### config.mk
export PLATFORM = sky130hd
export DESIGN_NAME = shift_sequencer
export DESIGN_NICKNAME = d
export VERILOG_FILES = /design/src/rtl/shift_sequencer.sv
export SDC_FILE = /design/constraint.sdc
export NUM_CORES = 1
export LEC_CHECK = 0
export BUFFER_PORTS_ARGS = -buffer_cell sky130_fd_sc_hd__buf_2
export CAP_MARGIN = 20
export CORE_MARGIN = 2
export CORE_UTILIZATION = 40
export DETAILED_ROUTE_END_ITERATION = 6
export PLACE_DENSITY = 0.67
export SLEW_MARGIN = 20
export SYNTH_ARGS = -nofsm -noshare
export SYNTH_HDL_FRONTEND = slang
export SYNTH_SLANG_ARGS = --single-unit
export TNS_END_PERCENT = 30
### constraint.sdc
create_clock -name clk -period 2 [get_ports clk]
set_clock_uncertainty 0.1 [all_clocks]
set_input_delay 0 -clock clk [delete_from_list [all_inputs] [get_ports clk]]
set_output_delay 0 -clock clk [all_outputs]
set_load 0.01 [all_outputs]
### src/rtl/shift_sequencer.sv
// rtl/shift_sequencer.sv - command sequencer driving a register file and barrel shifter
//
// Purpose:
//   Accepts one LOAD / SHL / SHR command at a time. It steers an external
//   register file, left/right barrel shifters and a write-back mux so that
//   the command is carried out over one or two write passes.
//   Shift amounts above 7 are split into two passes: 7, then the remainder.
//   Every output is decoded from the registered state and the latched
//   command fields only.
//
// Ports:
//   clk         in   1  rising-edge clock
//   reset       in   1  synchronous, active-low reset
//   cmd_valid   in   1  command present
//   cmd_ready   out  1  high only in IDLE
//   cmd_op      in   2  00 LOAD, 01 SHL, 10 SHR, 11 illegal
//   cmd_src     in   3  shift source register
//   cmd_dst     in   3  destination register
//   cmd_amt     in   4  logical shift amount 0..15
//   cmd_data    in   8  LOAD immediate
//   rf_rd_addr  out  3  register-file read address
//   rf_wr_addr  out  3  register-file write address
//   rf_wr       out  1  register-file write enable
//   sh_ctrl     out  3  barrel-shifter amount
//   sh_sel      out  1  0 left result, 1 right result
//   wb_sel      out  1  0 rf_d_in, 1 shifter output
//   rf_d_in     out  8  immediate toward the write-back mux
//   busy        out  1  not IDLE
//   done        out  1  one-cycle completion pulse
//   err         out  1  with done: illegal op
//   ops_cnt     out  8  completed commands, wraps at 256

module shift_sequencer (
  input  logic       clk,
  input  logic       reset,
  input  logic       cmd_valid,
  output logic       cmd_ready,
  input  logic [1:0] cmd_op,
  input  logic [2:0] cmd_src,
  input  logic [2:0] cmd_dst,
  input  logic [3:0] cmd_amt,
  input  logic [7:0] cmd_data,
  output logic [2:0] rf_rd_addr,
  output logic [2:0] rf_wr_addr,
  output logic       rf_wr,
  output logic [2:0] sh_ctrl,
  output logic       sh_sel,
  output logic       wb_sel,
  output logic [7:0] rf_d_in,
  output logic       busy,
  output logic       done,
  output logic       err,
  output logic [7:0] ops_cnt
);

  typedef enum logic [2:0] {
    ST_IDLE = 3'd0,
    ST_LOAD = 3'd1,
    ST_SH1  = 3'd2,
    ST_SH2  = 3'd3,
    ST_FIN  = 3'd4
  } state_t;

  localparam logic [1:0] OP_LOAD = 2'b00;
  localparam logic [1:0] OP_SHL  = 2'b01;
  localparam logic [1:0] OP_SHR  = 2'b10;
  localparam logic [1:0] OP_ILL  = 2'b11;

  state_t     state_q;
  state_t     state_d;

  logic [1:0] op_q;
  logic [2:0] src_q;
  logic [2:0] dst_q;
  logic [3:0] amt_q;
  logic [7:0] data_q;

  logic       accept;
  logic       amt_split;
  logic [2:0] pass1_amt;
  logic [3:0] pass2_rem;
  logic [2:0] pass2_amt;

  assign accept    = (state_q == ST_IDLE) && cmd_valid;

  // Amounts 8..15 need a second pass.
  assign amt_split = amt_q[3];
  assign pass1_amt = amt_split ? 3'd7 : amt_q[2:0];

  // The second pass shifts by amt-7. For amt=15 that is 8, which does not
  // fit the 3-bit shifter control. A total shift of 14 already clears an
  // 8-bit value, so saturating at 7 gives the same register result.
  assign pass2_rem = amt_q - 4'd7;
  assign pass2_amt = pass2_rem[3] ? 3'd7 : pass2_rem[2:0];

  always_ff @(posedge clk) begin
    if (!reset) begin
      state_q <= ST_IDLE;
      op_q    <= 2'd0;
      src_q   <= 3'd0;
      dst_q   <= 3'd0;
      amt_q   <= 4'd0;
      data_q  <= 8'd0;
      ops_cnt <= 8'd0;
    end else begin
      state_q <= state_d;
      if (accept) begin
        op_q   <= cmd_op;
        src_q  <= cmd_src;
        dst_q  <= cmd_dst;
        amt_q  <= cmd_amt;
        data_q <= cmd_data;
      end
      // Illegal ops also pass through FIN, so they are counted too.
      if (state_q == ST_FIN) begin
        ops_cnt <= ops_cnt + 8'd1;
      end
    end
  end

  always_comb begin
    state_d = state_q;
    case (state_q)
      ST_IDLE: begin
        if (cmd_valid) begin
          case (cmd_op)
            OP_LOAD: state_d = ST_LOAD;
            OP_SHL:  state_d = ST_SH1;
            OP_SHR:  state_d = ST_SH1;
            OP_ILL:  state_d = ST_FIN;
            default: state_d = ST_FIN;
          endcase
        end
      end
      ST_LOAD: state_d = ST_FIN;
      ST_SH1:  state_d = amt_split ? ST_SH2 : ST_FIN;
      ST_SH2:  state_d = ST_FIN;
      ST_FIN:  state_d = ST_IDLE;
      default: state_d = ST_IDLE;
    endcase
  end

  always_comb begin
    cmd_ready  = 1'b0;
    busy       = 1'b1;
    done       = 1'b0;
    err        = 1'b0;
    rf_rd_addr = 3'd0;
    rf_wr_addr = 3'd0;
    rf_wr      = 1'b0;
    sh_ctrl    = 3'd0;
    sh_sel     = 1'b0;
    wb_sel     = 1'b0;
    rf_d_in    = 8'd0;

    case (state_q)
      ST_IDLE: begin
        cmd_ready = 1'b1;
        busy      = 1'b0;
      end
      ST_LOAD: begin
        rf_wr      = 1'b1;
        rf_wr_addr = dst_q;
        rf_d_in    = data_q;
      end
      ST_SH1: begin
        rf_rd_addr = src_q;
        sh_ctrl    = pass1_amt;
        sh_sel     = (op_q == OP_SHR);
        wb_sel     = 1'b1;
        rf_wr      = 1'b1;
        rf_wr_addr = dst_q;
      end
      ST_SH2: begin
        // Second pass works on the partial result already in dst.
        rf_rd_addr = dst_q;
        sh_ctrl    = pass2_amt;
        sh_sel     = (op_q == OP_SHR);
        wb_sel     = 1'b1;
        rf_wr      = 1'b1;
        rf_wr_addr = dst_q;
      end
      ST_FIN: begin
        done       = 1'b1;
        err        = (op_q == OP_ILL);
        rf_rd_addr = dst_q;
      end
      default: begin
        cmd_ready = 1'b0;
        busy      = 1'b1;
      end
    endcase
  end

endmodule

==> metrics list <==
- Outcome: completed
* Synth-to-Final Area Change: 44.9%
* H-tree Lvls: 2
- Summing every instance area after synthesis gives around 1500 um^2.
- Syn Nets: 223
* Clock period minus final worst setup slack: 1810 ps
* DPL Wire Length: roughly 2.7 mm
* Leading cell type in the layout, fill and taps excluded: sky130_fd_sc_hd__buf_2
- Overall die area: around 4300 um^2
- For this run, the post-layout net count is around 300.
- Worst reg-to-reg path cell count: 3
* Number of core rows: 22
* Clock power share: between 30% and 40%
* Setup violators final: 0
- Cell area power density: roughly 680 nW/um^2
- Gate count after technology mapping: slightly below 200
- Vias in the first global route: approximately 1,400
- Clock tree synthesis selected as its root buffer the cell sky130_fd_sc_hd__clkbuf_8.
* Slew Limit Fails: 0
- The number of hold violations in the final report was 0.
* Power share of the combinational group: between 15 and 20%
- Mean post-synth cell area: between 7 and 8 um^2
* Final RePlAce weighted congestion: approximately 0.75
* Port buffer count: between 50 and 60
* Slew Limit Headroom: between 70% and 80%
- Worst-path fanout max: 9
- Sequential cells account for 46.5% of the total power.
- Average detailed-routed wire length per instance: ~12 um
- Leaving out fill and tap cells, the most frequent cells in the layout are 54 x sky130_fd_sc_hd__buf_2, 52 x sky130_fd_sc_hd__nand2_1, 31 x sky130_fd_sc_hd__dfxtp_1.
* Launch point of the worst reg-to-reg path: state_q[2]
- The count of cells in the finished layout, fillers not included, comes to roughly 330.
- Number of library cell types mapped by synthesis: 30
- STA puts the critical path data required time at roughly 1900 ps.
- Hold Path Class: input pin to register
- Worst setup slack for register-to-register paths: 260 ps
* Max IR drop VDD: about 480 uV
* Fmax: roughly 0.55 GHz
* Pin count of the biggest net entering global routing: 27
- In this run the critical register-to-register path is captured at ops_cnt[5].
- The clock passes through at most 2 buffers.
- The worst hold path was traced through 4 stages.
- The worst hold path terminates at state_q[1].
- The worst setup path is launched from a register.
- Share of the clock period used by the worst path: about nine tenths
- Switching share of power: between 20% and 30%
* Vias per std cell: just under 5
- The first global-routing pass estimated 6.31 mm of wire.
* FF+latch count, synth: 31
- The final layout contains routed wiring with a total length of about 4 mm.
- Measured slew at the worst slew-check pin: between 300 and 400 ps
- DR DRC count: 0
- The total area inside the core boundary comes to about 3600 um^2.
- After routing, the total negative slack on setup checks comes to 0 ps.
- The worst setup path is captured at an output pin.
* Clock tree from TritonCTS: done
* Number of gates resized after cts: 0
* Initial cell density of the core: 41.3%
- Worst EP arrival: about 1700 ps
- Buffers inserted by post-CTS timing repair: 0
- Placed instance count: 296
* Number of buffers created by CTS: 5
- Setup repair after global routing left no endpoint under its margin.
- After clock tree synthesis, the clock-pin slew on the worst setup and hold paths is 60 ps.
- Sequential cells were found to cover between 40% and 50% of the synthesized design area.
- Maximum capacitance violations: 0
- Synth warn: 0
* Horizontal die dimension: ~65 um
- For this design the total switching power over the nets is roughly 0.38 mW.
- The clock drives 31 sinks.
- Final ANT Viol Nets: 0
- The internal portion of the total power is 1.09 mW.
- Number of antenna repair diodes: 0
* Hold_sp: cmd_valid
- The worst setup path is of the register to output pin kind.
- Drt first pass iters: 4
- Number of antenna violations at the first check in global routing: 0
* Overall Global Routing Usage: about 19%
- The clock reaches the later pin of the worst-skew pair after about 280 ps.
- Measured along the y axis, the die boundary spans 65.2 um.
- Vias post-DR: ~1,600
* Leakage Power: ~1 nW
- Cells with a size suffix above 1 make up 26.0% of the layout.
- After global routing the overflow that remains totals 0.
* Ports placed on the boundary: 55
- In this run, the number of DRC markers left after iteration 0 of detailed routing was slightly above 80.
cell families (layout without fill, tap and decap cells):
group                      count (synthesis)  after routing  share of synthesized area (%)
AOI/OAI and AO/OA                         39             39                           14.4
xor gates and xnor gates                   4              4                           2.34
adders and majority gates                  4              4                           3.34
buffers and inverters                     20            101                           5.26
DFF                                       31             31                           41.4
muxes                                      4              4                           2.67
and+or+nand+nor                           94             94                           30.6
worst max-delay path by stage:
stage                          start            end  slack, ps  cells after the start
after detailed placement  state_q[2]     ops_cnt[5]        260                      3
after global placement    state_q[2]     ops_cnt[5]        330                      3
after global routing      state_q[2]  rf_rd_addr[0]         40                      5
after CTS                 state_q[2]  rf_rd_addr[0]        180                      5
after floorplan           state_q[0]     ops_cnt[7]        290                      5
final                     state_q[2]  rf_rd_addr[0]        190                      5
metal layers:
metal	vias up	share of wire [%]	global-route usage, %	routed length (um)
li1	823	-	-	-
met1	726	46	26.0	1810
met5	-	0	0	0
met2	39	47	30.0	1860
met4	0	1.6	7.81	62
met3	5	4.8	4.79	189
registers in the layout, summed over array words and instances, names as in the netlist:
| register | flops |
|---|---|
| op_q | 2 |
| src_q | 3 |
| amt_q | 4 |
| state_q | 3 |
| dst_q | 3 |
| ops_cnt | 8 |
| data_q | 8 |
cell usage after synthesis, drive strengths merged:
library cell | number | area [um^2]
inv | 7 | 26.3
and3 | 4 | 25.0
mux2i | 4 | 40.0
clkinv | 1 | 3.75
nor3b | 1 | 7.51
buf | 3 | 15.0
a311oi | 2 | 17.5
nor2 | 4 | 15.0
or3 | 2 | 12.5
nand3 | 4 | 20.0
nand2 | 52 | 195
nand4 | 1 | 6.26
nor3 | 5 | 25.0
clkbuf | 9 | 33.8
o31ai | 2 | 15.0
or4 | 2 | 15.0
or3b | 1 | 8.76
o311ai | 1 | 8.76
xnor2 | 4 | 35.0
nand2b | 3 | 18.8
a32o | 1 | 10.0
nor4bb | 1 | 10.0
or4bb | 1 | 11.3
ha | 4 | 50.1
a21oi | 28 | 140
dfxtp | 31 | 621
o21ai | 5 | 25.0
nor4b | 1 | 8.76
and2 | 11 | 68.8
or4b | 1 | 10.0
metrics by stage:
step / worst slack (ps) / cell area (um^2) / hold slack, ps / util (%) / power [mW]
3_3_place_gp: 330 / 1860 / 143 / 51.2 / 0.920
3_5_place_dp: 262 / 1860 / 147 / 51.2 / 0.925
2_1_floorplan: 289 / 1500 / 36.0 / - / 0.830
6_report: 186 / 2170 / 103 / 59.8 / 1.47
4_1_cts: 184 / 2170 / 91.0 / 59.8 / 1.49
5_1_grt: 40.8 / 2170 / 119 / 59.8 / 1.56
power by group through the flow:
stage,clock network [mW],logic (mW),registers [mW]
2_1_floorplan,0,0.144,0.686
3_3_place_gp,0,0.223,0.697
3_5_place_dp,0,0.225,0.700
4_1_cts,0.545,0.257,0.686
5_1_grt,0.578,0.287,0.691
6_report,0.532,0.256,0.686
repair_timing:
action / CTS / global route
endpoints found under the setup margin: 0 / 0
hold endpoints to repair: 22 / 0
hold buffers: 21 / 0
layout make-up:
cell class                      instances  area (um^2)
Tap cell                               48         60.1
Fill cell                             348         1460
Sequential cell                        31          621
Clock buffer                            8          100
Timing Repair Buffer                   85          556
Inverter                                8         30.0
Multi-Input combinational cell        145          806
critical path, cell delays in order, from the launching register on:
cell and delay, ps:
sky130_fd_sc_hd__dfxtp_1 380, sky130_fd_sc_hd__or3b_1 500, sky130_fd_sc_hd__inv_1 230, sky130_fd_sc_hd__nand2_1 70, sky130_fd_sc_hd__o21ai_0 80, sky130_fd_sc_hd__buf_2 170
Power figures use the tool's default switching activity.
